File: config.mk
export PLATFORM = sky130hd
export DESIGN_NAME = demux1x2_stream
export DESIGN_NICKNAME = d
export VERILOG_FILES = /design/src/rtl/demux1x2_stream.sv
export SDC_FILE = /design/constraint.sdc
export NUM_CORES = 1
export LEC_CHECK = 0
export BUFFER_PORTS_ARGS = -buffer_cell sky130_fd_sc_hd__buf_2
export CAP_MARGIN = 5
export CORE_MARGIN = 8
export CORE_UTILIZATION = 25
export CTS_BUF_LIST = sky130_fd_sc_hd__clkbuf_4 sky130_fd_sc_hd__clkbuf_8 sky130_fd_sc_hd__clkbuf_16
export CTS_CLUSTER_SIZE = 8
export DETAILED_ROUTE_END_ITERATION = 6
export GPL_TIMING_DRIVEN = 0
export SYNTH_ARGS = -nofsm -noshare
export SYNTH_HDL_FRONTEND = slang
export SYNTH_HIERARCHICAL = 1
export SYNTH_SLANG_ARGS = --single-unit
File: constraint.sdc
create_clock -name clk -period 1.6 [get_ports clk]
set_input_delay 0.16 -clock clk [delete_from_list [all_inputs] [get_ports clk]]
set_output_delay 0.16 -clock clk [all_outputs]
set_load 0.02 [all_outputs]
File: src/rtl/demux1x2_stream.sv
// 1-to-2 stream demultiplexer: each accepted word is steered by select into one of two
// independent one-entry output slots, each with its own wrapping delivery counter.

module demux1x2_stream_slot #(
    parameter int WIDTH = 8,
    parameter int CNT_W = 8
) (
    input  logic             clk,
    input  logic             rst_n,
    input  logic             load,
    input  logic [WIDTH-1:0] load_data,
    input  logic             ready,
    output logic [WIDTH-1:0] data,
    output logic             valid,
    output logic [CNT_W-1:0] cnt
);
    typedef enum logic {EMPTY = 1'b0, FULL = 1'b1} state_t;

    state_t state;
    logic   done;

    assign done = valid & ready;

    always_ff @(posedge clk or negedge rst_n) begin
        if (!rst_n) begin
            state <= EMPTY;
            valid <= 1'b0;
            data  <= '0;
            cnt   <= '0;
        end else begin
            case (state)
                EMPTY: begin
                    if (load) begin
                        state <= FULL;
                        valid <= 1'b1;
                        data  <= load_data;
                    end
                end
                FULL: begin
                    // load into a FULL slot only happens while it drains, so no gap
                    if (load) begin
                        data <= load_data;
                    end else if (ready) begin
                        state <= EMPTY;
                        valid <= 1'b0;
                    end
                end
                default: begin
                    state <= EMPTY;
                    valid <= 1'b0;
                end
            endcase
            if (done)
                cnt <= cnt + CNT_W'(1);
        end
    end
endmodule

module demux1x2_stream #(
    parameter int WIDTH = 8,
    parameter int CNT_W = 8
) (
    input  logic             clk,
    input  logic             rst_n,
    input  logic [WIDTH-1:0] in_data,
    input  logic             in_valid,
    output logic             in_ready,
    input  logic             select,
    output logic [WIDTH-1:0] out0_data,
    output logic             out0_valid,
    input  logic             out0_ready,
    output logic [WIDTH-1:0] out1_data,
    output logic             out1_valid,
    input  logic             out1_ready,
    output logic [CNT_W-1:0] cnt0,
    output logic [CNT_W-1:0] cnt1
);
    localparam int NUM_SLOTS = 2;

    logic [NUM_SLOTS-1:0][WIDTH-1:0] slot_data;
    logic [NUM_SLOTS-1:0][CNT_W-1:0] slot_cnt;
    logic [NUM_SLOTS-1:0]            slot_valid;
    logic [NUM_SLOTS-1:0]            slot_ready;
    logic [NUM_SLOTS-1:0]            slot_load;
    logic                            acc;

    assign slot_ready = {out1_ready, out0_ready};

    // only the selected slot gates acceptance; the other slot's stall is irrelevant
    assign in_ready = ~slot_valid[select] | slot_ready[select];
    assign acc      = in_valid & in_ready;

    genvar i;
    generate
        for (i = 0; i < NUM_SLOTS; i++) begin : g_slot
            assign slot_load[i] = acc & (select == 1'(i));

            demux1x2_stream_slot #(
                .WIDTH (WIDTH),
                .CNT_W (CNT_W)
            ) u_slot (
                .clk       (clk),
                .rst_n     (rst_n),
                .load      (slot_load[i]),
                .load_data (in_data),
                .ready     (slot_ready[i]),
                .data      (slot_data[i]),
                .valid     (slot_valid[i]),
                .cnt       (slot_cnt[i])
            );
        end
    endgenerate

    assign out0_data  = slot_data[0];
    assign out0_valid = slot_valid[0];
    assign cnt0       = slot_cnt[0];
    assign out1_data  = slot_data[1];
    assign out1_valid = slot_valid[1];
    assign cnt1       = slot_cnt[1];
endmodule

==> results of run 1 <==
## per-layer routing
| layer | GRT usage | vias up |
|---|---|---|
| met2 | 0.117 | 48 |
| met1 | 0.100 | 515 |
| met3 | 0.0553 | 3 |
| met4 | 0.0282 | 0 |
| met5 | 0 | - |
| li1 | - | 496 |
## per-stage QoR
| step | util | area, sq um |
|---|---|---|
| after global routing | 0.335 | 1960 |
| after detailed placement | 0.313 | 1830 |
| after CTS | 0.334 | 1950 |
| final | 0.335 | 1960 |
| after global placement | 0.313 | 1830 |
| after floorplan | - | 1500 |
## placed cells by master (no fill, tap or decap), drive strengths merged, types with 3 or more instances in the layout
cell type / count
dfrtp: 36
nand3: 4
clkbuf: 6
inv: 3
nand2: 11
a21oi: 3
nor2: 6
buf: 50
xor2: 10
xnor2: 4
mux2: 18
nor3: 4
## cell families after synthesis
logic type               share of synthesized area
flip-flops                                   0.602
multiplexers                                 0.135
AO/OA/AOI/OAI                               0.0309
AND/OR/NAND/NOR                              0.119
adder cells (fa/ha/maj)                     0.0167
buffers and inverters                       0.0142
XOR/XNOR                                    0.0819
## final cells by class
cell class	count	area share
Multi-Input combinational cell	72	0.293
Clock inverter	2	0.0179
Buffer	2	0.00831
Clock buffer	6	0.0390
Timing Repair Buffer	49	0.128
Inverter	3	0.00575
Tap cell	75	0.0479
Sequential cell	36	0.460
## path summary, 6_finish.rpt
kind                                             start                       end  cells after the start
min in group asynchronous                        rst_n  g_slot[1].u_slot/data[1]                      2
worst min-delay path                        in_data[6]  g_slot[0].u_slot/data[6]                      2
worst max-delay path            g_slot[0].u_slot/valid  g_slot[0].u_slot/data[1]                      4
max in group asynchronous                        rst_n   g_slot[1].u_slot/cnt[5]                      2
worst max register to register  g_slot[0].u_slot/valid  g_slot[0].u_slot/data[1]                      4
worst min register to register  g_slot[0].u_slot/state    g_slot[0].u_slot/valid                      1
## what timing repair did
item                                    in CTS  in global routing
endpoints found under the setup margin       0                  7
hold buffers                                 1                  0
endpoints found under the hold margin       11                  0
resized for setup                            0                  3
## worst max-delay path, stage by stage, from the launching register on
cell and delay (ns):
dfrtp_1 0.45, nor2b_1 0.17, nor3b_2 0.22, buf_6 0.19, mux2_2 0.34
## power by group through the flow
stage          registers (W)  logic [W]  clock network [W]
6_report             0.00138    0.00100           0.000792
3_3_place_gp         0.00139    0.00101                  0
4_1_cts              0.00139    0.00103           0.000826
2_1_floorplan        0.00166   0.000355                  0
5_1_grt              0.00143    0.00110           0.000867
3_5_place_dp         0.00140    0.00103                  0
## flip-flops by register name (all words and copies together), names as in the netlist
signal	flops
g_slot.u_slot/cnt	16
g_slot.u_slot/state	2
g_slot.u_slot/valid	2
g_slot.u_slot/data	16
==> metrics.cfg, run 1 <==
[global_route]
grt.overflow.total = 0
grt_max_degree = 37
antenna_found_initial = 0
grtUsageTotal = 0.0837
grt_pass1_wl_um = 5710
grt_pass1_vias = 1197

[yosys]
yosysUniqueCellTypes = 20
ys.flop_type = dfrtp_1
synth.cell_area_sq_um = 1500
synth_top_area_share = 0.602
synth.most_common_cell = dfrtp_1
ys_warn_count = 6
synth.area.top_cells = dfrtp_1, mux2_2, xor2_1, nor4_4, xnor2_1
syn_nets = 129
syn_avg_cell_area_sq_um = 13.2
yosysSeqAreaShare = 0.602
synth_top_area_cell = dfrtp_1
synth_cells = 113
synth_common_cells = dfrtp_1, mux2_2, xor2_1
ys_seq_elements = 36
synthArstFlopShare = 1.00
synth-edff-count = 0

[pwr]
p_leak_nw = 0.996
power.switching_w = 0.00115
power_frac_comb = 0.315
p_total_w = 0.00318
clkPwrFrac = 0.249
ir_worst_vdd_mv = 0.586
swShare = 0.360
p_int_w = 0.00203
pwr_density_cell_nw_per_um2 = 1620
seq_power_share = 0.436

[clock_network]
cts_setup_buffers = 0
cts_num_sinks = 36
tritoncts = built
cts.path.max_buffers = 2
cts_root_buf = clkbuf_8
clk_latency_ns = 0.28
cts.clk_slew.worst_paths_ns = 0.07
cts_buffers = 5
htreeDepth = 2

[layout]
nFillCells = 596
multi_input_area_sq_um = 574
finalNetCount = 185
register_area_sq_um = 901
syn2layout_area_growth_pct = 30.9
finalNonFillerCells = 245
antenna_cells = 0
layout-drive-gt1-share = 0.476

[timing]
final.setup.tns_ns = 0
relSlewSlack = 0.466
tightest_slew_ns = 0.801
clock_skew_ns = 0.00404
holdWs_ns = 0.121
maxSlewViolCount = 0
rsz0062_at_grt = no
fmax_mhz = 678
fin_crit_sh = 0.922
min_period_ns = 1.48
finalHoldViolCount = 0
finalSetupViolCount = 0
setup_ws_ns = 0.125

[die]
initial_core_util = 0.256
die_h_um = 93.4
core_sq_um = 5850
die_area_sq_um = 8720
die_w_um = 93.4
rows = 28
io_pins = 49

[drt]
drc_errors = 0
wl_met1_um = 1490
dr_wl_met3_um = 491
drt_iter0_drc = 38
ant_nets = 0
vias_per_cell = 4.33
top_layer_used = met4
post_drt_wl_per_cell_um = 13.7
vias = 1062
drt_pre_antenna_iters = 4
dr_wl_met2_um = 1350
routed_wl_um = 3350

[setup_path]
worstSetupEndpointType = register
crit_type = reg2reg
worstPathArrival_ns = 1.64
rrSetupSlack_ns = 0.12
setup.worst_path.start_class = register
cp_max_fo = 10
critPathRequiredTime_ns = 1.77

[place]
gp_congestion = 0.657
place_inst = 236
port_buffers = 48
place_ws_ns = 0.0213
dp_hpwl_um = 2510

[outcome]
status = finished, final reports clean

[hold_path]
hold_class = in2reg

[job]
cap_viol_max_count = 0

Power figures use the tool's default switching activity.
==> run 2, diff against run 1 <==
PLACE_DENSITY = 0.55   (was default)
==> run 2 against run 1 <==
Against the previous run: worst setup slack gained 0.014 ns; utilization is essentially flat; first-iteration DRC count down 58%; combinational power about the same; clock-buffer cell count stayed put; global-route usage down 0.18 points; critical endpoint unchanged; register-to-register slack barely moved; largest power group unchanged; final cell count is the same; sequential share of layout area about the same; design area hardly changed; hold slack got worse by 0.0043 ns; highest routed layer unchanged.
==> metrics.cfg, run 2 (synthesis gave the netlist of run 1 again) <==
[drt]
vias = 1033  ; -2.7%
vias_per_cell = 4.22  ; -2.7%
drt_pre_antenna_iters = 3  ; -1
routed_wl_um = 3290  ; -1.9%
drc_errors = 0  ; unchanged
drt_iter0_drc = 16  ; -58%
ant_nets = 0  ; unchanged
post_drt_wl_per_cell_um = 13.4  ; -1.9%

[timing]
clock_skew_ns = 0.00428  ; +0.000245 ns
fin_crit_sh = 0.913  ; -0.00858
tightest_slew_ns = 0.809  ; +0.00765 ns
rsz0062_at_grt = no
finalSetupViolCount = 0  ; unchanged
finalHoldViolCount = 0  ; unchanged
final.setup.tns_ns = 0  ; unchanged
fmax_mhz = 684  ; +0.94%
relSlewSlack = 0.461  ; -0.00510
maxSlewViolCount = 0  ; unchanged
holdWs_ns = 0.116  ; -0.00426 ns
min_period_ns = 1.46  ; -0.0137 ns

[layout]
syn2layout_area_growth_pct = 30.9  ; about the same
top_regs = g_slot.u_slot/cnt: 16 flops, g_slot.u_slot/data: 16 flops
layout-drive-gt1-share = 0.482  ; +0.00588
final_cell_mix = buf_2, dfrtp_1, mux2_2
antenna_cells = 0  ; unchanged
layout_commonest_cell = buf_2
final_util = 0.335  ; about the same
finalNetCount = 185  ; unchanged
design_area_sq_um = 1960  ; about the same

[global_route]
grtUsageTotal = 0.0819  ; -0.00183
antenna_found_initial = 0  ; unchanged
grt_pass1_vias = 1152  ; -3.8%
grt_pass1_wl_um = 5540  ; -3.0%
grt_max_degree = 37  ; unchanged
grt.overflow.total = 0  ; unchanged

[pwr]
p_total_w = 0.00317  ; -0.19%
p_leak_nw = 0.995  ; -0.12%
ir_worst_vdd_mv = 0.558  ; -4.9%
pwr_density_cell_nw_per_um2 = 1620  ; -0.25%

[outcome]
status = finished, final reports clean

[setup_path]
setup.worst_path.start_class = register
timing.rr.end = g_slot[0].u_slot/data[1]
cp_max_fo = 10  ; unchanged
rrSetupSlack_ns = 0.14  ; about the same
r2r-start = g_slot[0].u_slot/valid
crit_type = reg2reg
worstPathArrival_ns = 1.63  ; about the same
critPathRequiredTime_ns = 1.77  ; about the same
cp-startpoint = g_slot[0].u_slot/valid
reg2reg_depth = 4  ; unchanged
worstSetupEndpointType = register

[die]
die_w_um = 93.4  ; unchanged
die_area_sq_um = 8720  ; unchanged
core_sq_um = 5850  ; unchanged
rows = 28  ; unchanged
die_h_um = 93.4  ; unchanged
io_pins = 49  ; unchanged
initial_core_util = 0.256  ; unchanged

[place]
gp_congestion = 0.714  ; +8.7%
dp_hpwl_um = 2480  ; -1.5%
place_area_sq_um = 1830  ; unchanged
port_buffers = 48  ; unchanged

[clock_network]
cts_num_sinks = 36  ; unchanged
tritoncts = built
cts_setup_buffers = 0  ; unchanged
clk_latency_ns = 0.28  ; about the same
htreeDepth = 2  ; unchanged
cts_root_buf = clkbuf_8
cts.clk_slew.worst_paths_ns = 0.07  ; about the same
cts_buffers = 5  ; unchanged
cts.path.max_buffers = 2  ; unchanged

[hold_path]
whs_path_depth = 2  ; unchanged
hold_class = in2reg
worstHoldEndpoint = g_slot[1].u_slot/data[4]
hp-start = in_data[4]

[job]
cap_viol_max_count = 0  ; unchanged

-- run 2: routing by layer --
metal | part of all wire | routed length [um] | vias up | global-route usage
met4 | 0.015 | 48 | 0 | 0.0362
met2 | 0.43 | 1400 | 40 | 0.116
met1 | 0.44 | 1440 | 489 | 0.0951
li1 | - | - | 497 | -
met5 | 0 | 0 | - | 0
met3 | 0.12 | 401 | 7 | 0.0513
-- run 2: area by class of cell --
type,count,area [sq um]
buffer,2,16.3
clock buffer,6,76.3
clock inverter,2,35.0
fill,597,3890
inverter,3,11.3
multi-input combinational,72,574
sequential,36,902
tap,75,93.8
timing repair buffer,49,250
-- run 2: worst max-delay path by stage --
stage | depth (start not counted) | end
3_5_place_dp | 4 | g_slot[0].u_slot/data[5]
6_report | 4 | g_slot[0].u_slot/data[1]
4_1_cts | 4 | g_slot[0].u_slot/data[1]
3_3_place_gp | 4 | g_slot[0].u_slot/data[4]
2_1_floorplan | 4 | g_slot[0].u_slot/data[0]
5_1_grt | 4 | g_slot[0].u_slot/data[3]
-- run 2: critical path: stages (launching register included) --
cell	delay (ns)
dfrtp_2	0.45
nor2b_1	0.15
nor3b_2	0.22
buf_6	0.19
mux2_2	0.34
-- run 2: report_power, final --
group / internal [W] / switching [W]
Combinational: 0.000402 / 0.000599
Clock: 0.000479 / 0.000314
Sequential: 0.00115 / 0.000224
Total: 0.00204 / 0.00114
-- run 2: per-stage QoR --
step | cells | setup WS, ns
floorplan | 113 | 0.0913
global placement | 236 | 0.0349
detailed placement | 236 | 0.0275
CTS | 245 | 0.0143
global route | 245 | 0.0247
finish | 245 | 0.139
-- run 2: timing repair --
item                                    in CTS  in global routing
resized for setup                            0                  4
hold endpoints to repair                    36                  0
hold buffers                                 1                  0
endpoints found under the setup margin       0                  7
==> run 3, diff against run 2 <==
ABC_AREA = 1   (was default)
PLACE_DENSITY = 0.57   (was 0.55)
clock period = 1.33 ns   (was 1.6 ns; I/O delays follow)
==> run 3 against run 2 <==
Against the previous run: non-clock buffer count rose by 4; clock power rose by 3.8%; sequential share of layout area fell by 1.4 points; design area rose by 3.1%; worst setup slack got worse by 0.031 ns; first-iteration DRC count rose by 81%; highest routed layer unchanged; hold slack got worse by 0.041 ns; synthesized cell count rose by 55%; synthesized area rose by 3.4%; via count rose by 25%; wire length rose by 12%; clock skew fell by 0.0029 ns.
==> metrics.cfg, run 3 <==
[place]
gp_congestion = 0.688  ; -3.6%
port_buffers = 48  ; unchanged
place_area_sq_um = 1880  ; +2.8%
place_ws_ns = -0.00694  ; -0.0345 ns
dp_hpwl_um = 2790  ; +13%

[drt]
drt_iter0_drc = 29  ; +13
vias_per_cell = 4.18  ; -0.92%
drt_pre_antenna_iters = 6  ; +3
vias = 1295  ; +25%
routed_wl_um = 3690  ; +12%
post_drt_wl_per_cell_um = 11.9  ; -11%
ant_nets = 0  ; unchanged
drc_errors = 0  ; unchanged

[yosys]
synth.most_common_cell = nand2_1
ys.flop_type = dfrtp_1
syn_avg_cell_area_sq_um = 8.84  ; -33%
synth.area.top_cells = dfrtp_1, nand2_1, inv_1, xnor2_1, xor2_1
yosysSeqAreaShare = 0.582  ; -0.0200
synth-edff-count = 0  ; unchanged
synth_top_area_share = 0.582  ; -0.0200
ys_warn_count = 6  ; unchanged
yosysUniqueCellTypes = 15  ; -25%
synth.cell_area_sq_um = 1550  ; +3.4%
synth_common_cells = nand2_1, dfrtp_1, inv_1
synth_top_area_cell = dfrtp_1
ys_seq_elements = 36  ; unchanged
synthArstFlopShare = 1.00  ; unchanged
synth_cells = 175  ; +55%
syn_nets = 191  ; +48%

[setup_path]
max_stage_delay_ns = 0.35  ; -0.10 ns
crit_type = reg2reg
critical_path.cell_chain = nand2_1 > nand2_1 > nor2_1 > buf_4 > inv_4 > o21ai_0 > o22ai_1 > inv_1
worstPathArrival_ns = 1.39  ; -0.24 ns
setup.worst_path.start_class = register
critPathRequiredTime_ns = 1.50  ; -0.27 ns
cp_max_fo = 10  ; unchanged
cpMostUsedCell = nand2_1
crit_path_top_delay_cell = dfrtp_1
worstSetupEndpointType = register

[clock_network]
cts.path.max_buffers = 2  ; unchanged
clk_latency_ns = 0.27  ; about the same
cts_root_buf = clkbuf_8
cts_num_sinks = 36  ; unchanged
cts_buffers = 5  ; unchanged
cts.clk_slew.worst_paths_ns = 0.07  ; about the same
tritoncts = built
htreeDepth = 2  ; unchanged

[global_route]
globalRouteMet1Util = 0.104  ; +0.00909
grt_max_degree = 37  ; unchanged
use_met2 = 0.137  ; +0.0210
grt_pass1_vias = 1333  ; +16%
grtUsageTotal = 0.0871  ; +0.00526
grt_pass1_wl_um = 6150  ; +11%
grt.overflow.total = 0  ; unchanged
antenna_found_initial = 0  ; unchanged
busiest_layer = met2
grt.met3_usage = 0.0389  ; -0.0124

[die]
die_h_um = 94.7  ; +1.4%
core_sq_um = 5960  ; +1.8%
die_area_sq_um = 8960  ; +2.8%
rows = 28  ; unchanged
die_w_um = 94.7  ; +1.4%
io_pins = 49  ; unchanged
initial_core_util = 0.260  ; +0.00410

[timing]
maxSlewViolCount = 0  ; unchanged
tightest_slew_ns = 0.820  ; +0.0111 ns
fmax_mhz = 818  ; +20%
clock_skew_ns = 0.00136  ; -0.00293 ns
relSlewSlack = 0.453  ; -0.00741
finalHoldViolCount = 0  ; unchanged
fin_crit_sh = 0.919  ; +0.00571
rsz0062_at_grt = no
setup_ws_ns = 0.108  ; -0.0310 ns
finalSetupViolCount = 0  ; unchanged
min_period_ns = 1.22  ; -0.239 ns

[layout]
design_area_sq_um = 2020  ; +3.1%
layout-drive-gt1-share = 0.298  ; -0.184
layout_commonest_cell = nand2_1
finalNetCount = 251  ; +36%
syn2layout_area_growth_pct = 30.5
antenna_cells = 0  ; unchanged
top_regs = g_slot.u_slot/cnt: 16 flops, g_slot.u_slot/data: 16 flops
final_cell_mix = nand2_1, buf_2, dfrtp_1

[pwr]
p_total_w = 0.00362  ; +14%
ir_worst_vdd_mv = 0.579  ; +3.8%
p_int_w = 0.00228  ; +12%
pwr_density_cell_nw_per_um2 = 1790  ; +11%
seq_power_share = 0.448  ; +0.014
p_leak_nw = 1.14  ; +15%
clkPwrFrac = 0.228  ; -0.022
power_frac_comb = 0.324  ; +0.009
power.switching_w = 0.00134  ; +18%
swShare = 0.370  ; +0.0121

[outcome]
status = finished, final reports clean

[job]
cap_viol_max_count = 0  ; unchanged

[hold_path]
hold_class = in2reg

## run 3: what timing repair did
item / in CTS / in global routing
buffers inserted: 1 / 3
resized for setup: 1 / 0
hold endpoints to repair: 36 / 0
endpoints found under the setup margin: 2 / 1
pin swaps: 0 / 0
hold buffers: 1 / 0
## run 3: kinds of logic after synthesis
family	share of synthesized area
AO/OA/AOI/OAI	0.0146
XOR/XNOR	0.0453
adder cells (fa/ha/maj)	0.0162
buffers and inverters	0.0566
flip-flops	0.582
multiplexers	0.0146
AND/OR/NAND/NOR	0.271
## run 3: routing by layer
metal | wire length, um | vias up
met3 | 344 | 5
met5 | 0 | -
met1 | 1690 | 605
li1 | - | 647
met4 | 38 | 0
met2 | 1620 | 38
## run 3: layout make-up
type                            instances  area (sq um)
Timing Repair Buffer                   53           280
Multi-Input combinational cell        119           559
Fill cell                             644          3940
Inverter                               18          72.6
Clock buffer                            7          96.3
Sequential cell                        36           902
Tap cell                               75          93.8
Buffer                                  2          15.0
## run 3: final timing paths
path | startpoint | to | slack (ns) | cells past startpoint
min in group asynchronous | rst_n | g_slot[1].u_slot/cnt[7] | 0.49 | 2
min | in_data[5] | g_slot[1].u_slot/data[5] | 0.08 | 3
max reg2reg | g_slot[0].u_slot/valid | g_slot[0].u_slot/valid | 0.11 | 8
max in group asynchronous | rst_n | g_slot[1].u_slot/valid | 0.28 | 2
max | g_slot[0].u_slot/valid | g_slot[0].u_slot/valid | 0.11 | 8
min reg2reg | g_slot[1].u_slot/data[1] | g_slot[1].u_slot/data[1] | 0.47 | 2
## run 3: metrics by stage
step | hold WS [ns] | instances | setup TNS, ns | util
3_5_place_dp | 0.283 | 298 | -0.00694 | 0.316
5_1_grt | 0.0662 | 310 | 0 | 0.339
2_1_floorplan | -0.163 | 175 | 0 | -
3_3_place_gp | 0.278 | 298 | 0 | 0.316
6_report | 0.0754 | 310 | 0 | 0.339
4_1_cts | 0.0680 | 307 | 0 | 0.335
## run 3: power by group through the flow
stage	registers, W	logic (W)	clock network, W
final	0.00162	0.00117	0.000824
after global routing	0.00167	0.00131	0.000904
after CTS	0.00164	0.00117	0.000857
after detailed placement	0.00166	0.00115	0
after global placement	0.00166	0.00113	0
after floorplan	0.00196	0.000385	0
## run 3: worst max-delay path: cells and delay by family, from the launching register on
kind | cells | cell delay (ns)
AO/OA/AOI/OAI | 2 | 0.26
buffers and inverters | 3 | 0.32
flip-flops | 1 | 0.35
AND/OR/NAND/NOR | 3 | 0.18
